## config.mk

```make
export PLATFORM = sky130hd
export DESIGN_NAME = regfile_32x32
export DESIGN_NICKNAME = d
export VERILOG_FILES = /design/src/rtl/regfile_32x32.sv
export SDC_FILE = /design/constraint.sdc
export NUM_CORES = 2
export LEC_CHECK = 0
export BUFFER_PORTS_ARGS = -buffer_cell sky130_fd_sc_hd__buf_2
export CORE_AREA = 8 8 420 422
export DETAILED_ROUTE_END_ITERATION = 8
export DIE_AREA = 0 0 428 430
export PLACE_DENSITY_LB_ADDON = 0.08
export SLEW_MARGIN = 5
export SYNTH_ARGS = -nofsm -noshare
export SYNTH_HDL_FRONTEND = slang
export SYNTH_SLANG_ARGS = --single-unit
```

## constraint.sdc

```tcl
create_clock -name clk -period 2.8 [get_ports clk]
set_input_delay 0.14 -clock clk [delete_from_list [all_inputs] [get_ports clk]]
set_output_delay 0.14 -clock clk [all_outputs]
set_load 0.1 [all_outputs]
```

## src/rtl/regfile_32x32.sv

```systemverilog
// 31x32-bit register file (r0 hardwired to zero) exposing all registers flat, plus a commit counter.
// Optional macro REGFILE_WR_BYPASS_EN forwards the in-flight write onto regs_flat in the write cycle.
module regfile_32x32 #(
  parameter int unsigned DW   = 32,
  parameter int unsigned NREG = 32
) (
  input  logic               clk,
  input  logic               rst,
  input  logic               we,
  input  logic [4:0]         waddr,
  input  logic [DW-1:0]      wdata,
  output logic [NREG*DW-1:0] regs_flat,
  output logic [31:0]        wr_cnt,
  output logic [4:0]         last_waddr
);

  localparam int unsigned AW = $clog2(NREG);

  logic [DW-1:0] regs_q [1:NREG-1];
  logic [DW-1:0] regs_d [1:NREG-1];
  logic [31:0]   wr_cnt_q, wr_cnt_d;
  logic [4:0]    last_waddr_q, last_waddr_d;
  logic          commit;

  // A write to r0 is dropped entirely: no storage, count or last-address update.
  assign commit = !rst && we && (waddr != '0);

  always_comb begin
    for (int unsigned i = 1; i < NREG; i++) begin
      regs_d[i] = regs_q[i];
      if (commit && (waddr == AW'(i))) begin
        regs_d[i] = wdata;
      end
    end
    wr_cnt_d     = wr_cnt_q;
    last_waddr_d = last_waddr_q;
    if (commit) begin
      wr_cnt_d     = wr_cnt_q + 32'd1;
      last_waddr_d = waddr;
    end
  end

  always_ff @(posedge clk) begin
    if (rst) begin
      for (int unsigned i = 1; i < NREG; i++) begin
        regs_q[i] <= '0;
      end
      wr_cnt_q     <= '0;
      last_waddr_q <= '0;
    end else begin
      regs_q       <= regs_d;
      wr_cnt_q     <= wr_cnt_d;
      last_waddr_q <= last_waddr_d;
    end
  end

  always_comb begin
    regs_flat = '0;
    for (int unsigned i = 1; i < NREG; i++) begin
      regs_flat[i*DW +: DW] = regs_q[i];
`ifdef REGFILE_WR_BYPASS_EN
      if (commit && (waddr == AW'(i))) begin
        regs_flat[i*DW +: DW] = wdata;
      end
`endif
    end
  end

  assign wr_cnt     = wr_cnt_q;
  assign last_waddr = last_waddr_q;

endmodule

```

==> results.ini <==
[clock_network]
cts_buffer_depth=3
path_clk_slew_ns=0.06
cts.sinks=1029
cts_tree=done
htreeDepth=4
post_cts_buffers=0
clockRootBuffer=clkbuf_16
holdBufCountCts=40
insertion_delay_ns=0.79
cts_inserted_buffers=134
cts_resized=0

[grt]
grt_max_degree=177
grt_pass1_wl_um=298000
globalRouteOverflowTotal=0
grt_pass1_vias=34428
globalRouteTotalUtil_pct=22.6
antenna_found_initial=10

[place]
globalplace.congestion=0.778
port_buffers=1068
placed_cells=7756
dpl.hpwl_um=147000

[synth]
synth_edf_count=0
synth.cell_area_um2=36800
synth_seq_area_share_pct=56.0
yosysTopAreaCellShare_pct=56.0
synth_area_per_cell_um2=7.75
ys_seq_elements=1029
synthTopCellsByArea=dfxtp_1 (56%), nand2_1 (20%), a21oi_1 (14%)
ys.warnings.count=0
synth_flop_cell=dfxtp_1
netlist_instances=4749
synth.distinct_cells=48
yosys.area.top_type=dfxtp_1
synthArstFlopShare_pct=0

[pwr]
leakage_nw=19.8
power_density_nw_per_um2=685
ir_drop_mv=0.593

[timing]
fin_crit_sh_pct=83.4
fin_skew_ns=0.0104
hold_viol=0
rsz0062_at_grt=no
fmax_mhz=428
setup_violations=0
setup_tns_ns=0
slew_headroom_pct=26.6
min_period_ns=2.33
tightest_slew_ns=1.10
slew_violations=0

[run]
max_cap_viol_count=0

[critical_path]
cp-start-kind=input port
cp-end-kind=flop
critPathMaxFanout=32
arrival_ns=3.07
cp_data_required_time_ns=3.53
worstSetupPathType=in -> reg

[die]
die_w_um=428
core_area_um2=170000
rows=152
dieHeight_um=430
ios=1101
initial_core_util_pct=21.6
die_area_um2=184000

[route]
route.detailed.drc=0
avgViaCountPerCell=4.52
drt_first_pass_iters=6
avgRoutedWirePerCell_um=27.3
dr_total_vias=36338
routed_wl_um=219000
drtAntennaViolNets=0
drt_first_iter_violations=2660

[worst_hold_path]
hold_class=in -> reg

[final_layout]
fin_nets=5740
layout-drive-gt1-share_pct=25.3
fin_cells=8031
area_delta_synth_final_pct=34.3

[status]
outcome=finished clean

-- registers in the layout, summed over array words and instances, names as in the netlist --
| signal | flops |
|---|---|
| wr_cnt | 32 |
| last_waddr | 5 |
| regs_flat | 992 |
-- cell usage after synthesis, types with 3 or more instances --
cell type,count
or2_2,3
buf_4,34
nor4_4,4
or3_1,22
clkbuf_1,366
inv_1,5
nand2_1,2004
or4_1,9
and2_1,3
nand4b_1,3
and4_1,4
nand2b_1,8
mux2_2,9
o41ai_1,3
nor2b_1,15
nand4_1,13
dfxtp_1,1029
buf_2,70
nor4_2,3
xor2_1,4
and3_1,5
nor3_2,12
nor2_1,24
nand3b_1,3
nand3_1,22
o21ai_0,5
a21oi_1,1009
nor3_1,20
nor4_1,4
o31ai_1,8
a22oi_1,3
-- path summary, 6_finish.rpt --
kind / cells after the start / slack (ns) / end / start
max reg2reg: 4 / 0.65 / wr_cnt[27] / wr_cnt[8]
min: 3 / 0.06 / regs_flat[886] / wdata[22]
min reg2reg: 2 / 0.45 / regs_flat[788] / regs_flat[788]
max: 8 / 0.47 / regs_flat[891] / waddr[2]
-- logic make-up (layout without fill, tap and decap cells) --
group                    count (synthesis)  after routing  synth area share, %
XOR/XNOR                                 4              4               0.0952
adder cells (fa/ha/maj)                  1              1               0.0340
multiplexers                            13             13                0.391
buffers and inverters                  476           1491                 5.46
AND/OR/NAND/NOR                       2190           2190                 23.8
AO/OA/AOI/OAI                         1035           1035                 14.2
other                                    1             35               0.0102
flip-flops                            1029           1029                 56.0
-- stage by stage --
step                hold WS, ns  power, W  utilization (%)  instance area, µm²  setup slack (ns)
detailed placement        0.428    0.0172             26.3               44700             0.384
finish                   0.0575    0.0338             29.0               49400             0.465
global route             0.0567    0.0351             29.0               49400             0.377
global placement          0.425    0.0172             26.3               44700             0.408
CTS                     0.00983    0.0344             29.0               49400             0.521
floorplan                 0.276    0.0163                -               36900            0.0643
-- critical path: stages --
cell and delay [ns]:
dlygate4sd3_1 0.57, buf_2 0.42, nand3b_1 0.39, or3_1 0.17
buf_4 0.48, nand2_1 0.11, a21oi_1 0.16, dlygate4sd3_1 0.55
-- area by class of cell --
cell class	instances	area [µm²]
fillers	18589	121000
flip-flops and latches	1029	20600
multi-input cells	3275	14500
repair buffers	1254	7190
clock buffers	202	3830
well taps	2233	2790
clock inverters	30	460
inverters	5	18.8
diodes	3	7.51
-- per-layer routing --
metal | up-vias | part of all wire [%] | global-route usage [%]
met5 | - | 0.016 | 0
met4 | 4 | 4.3 | 9.32
met3 | 292 | 5.8 | 5.49
met2 | 1143 | 49 | 38.9
met1 | 17774 | 41 | 26.9
li1 | 17125 | - | -
-- power breakdown --
| part | internal [W] | switching [W] |
|---|---|---|
| registers | 0.0147 | 0.0000362 |
| logic | 0.000285 | 0.00182 |
| clock network | 0.00975 | 0.00724 |
-- cells in the final DEF (no fill, tap or decap), types with 4 or more instances in the layout --
cell and n:
nor3_2 12, clkinv_8 5, nor2_1 24, o21ai_0 5, mux2_2 9, o31ai_1 8, dfxtp_1 1029, buf_4 119
buf_12 27, nor2b_1 15, clkinvlp_4 4, nor3_4 12, clkbuf_16 134, or4_1 9, xor2_1 4, and4_1 4
nand4_1 13, conb_1 32, nand2b_1 8, inv_16 6, nand3_1 10, nor4_1 4, nor3_1 8, nand2_1 2004
buf_2 1067, clkinv_16 4, or3_1 21, clkbuf_1 46, clkbuf_8 22, nand3_2 12, dlygate4sd3_1 40, nor4_4 6
inv_1 5, a21oi_1 1009, clkinv_2 8
No activity file was read; power rests on OpenSTA's default activity.
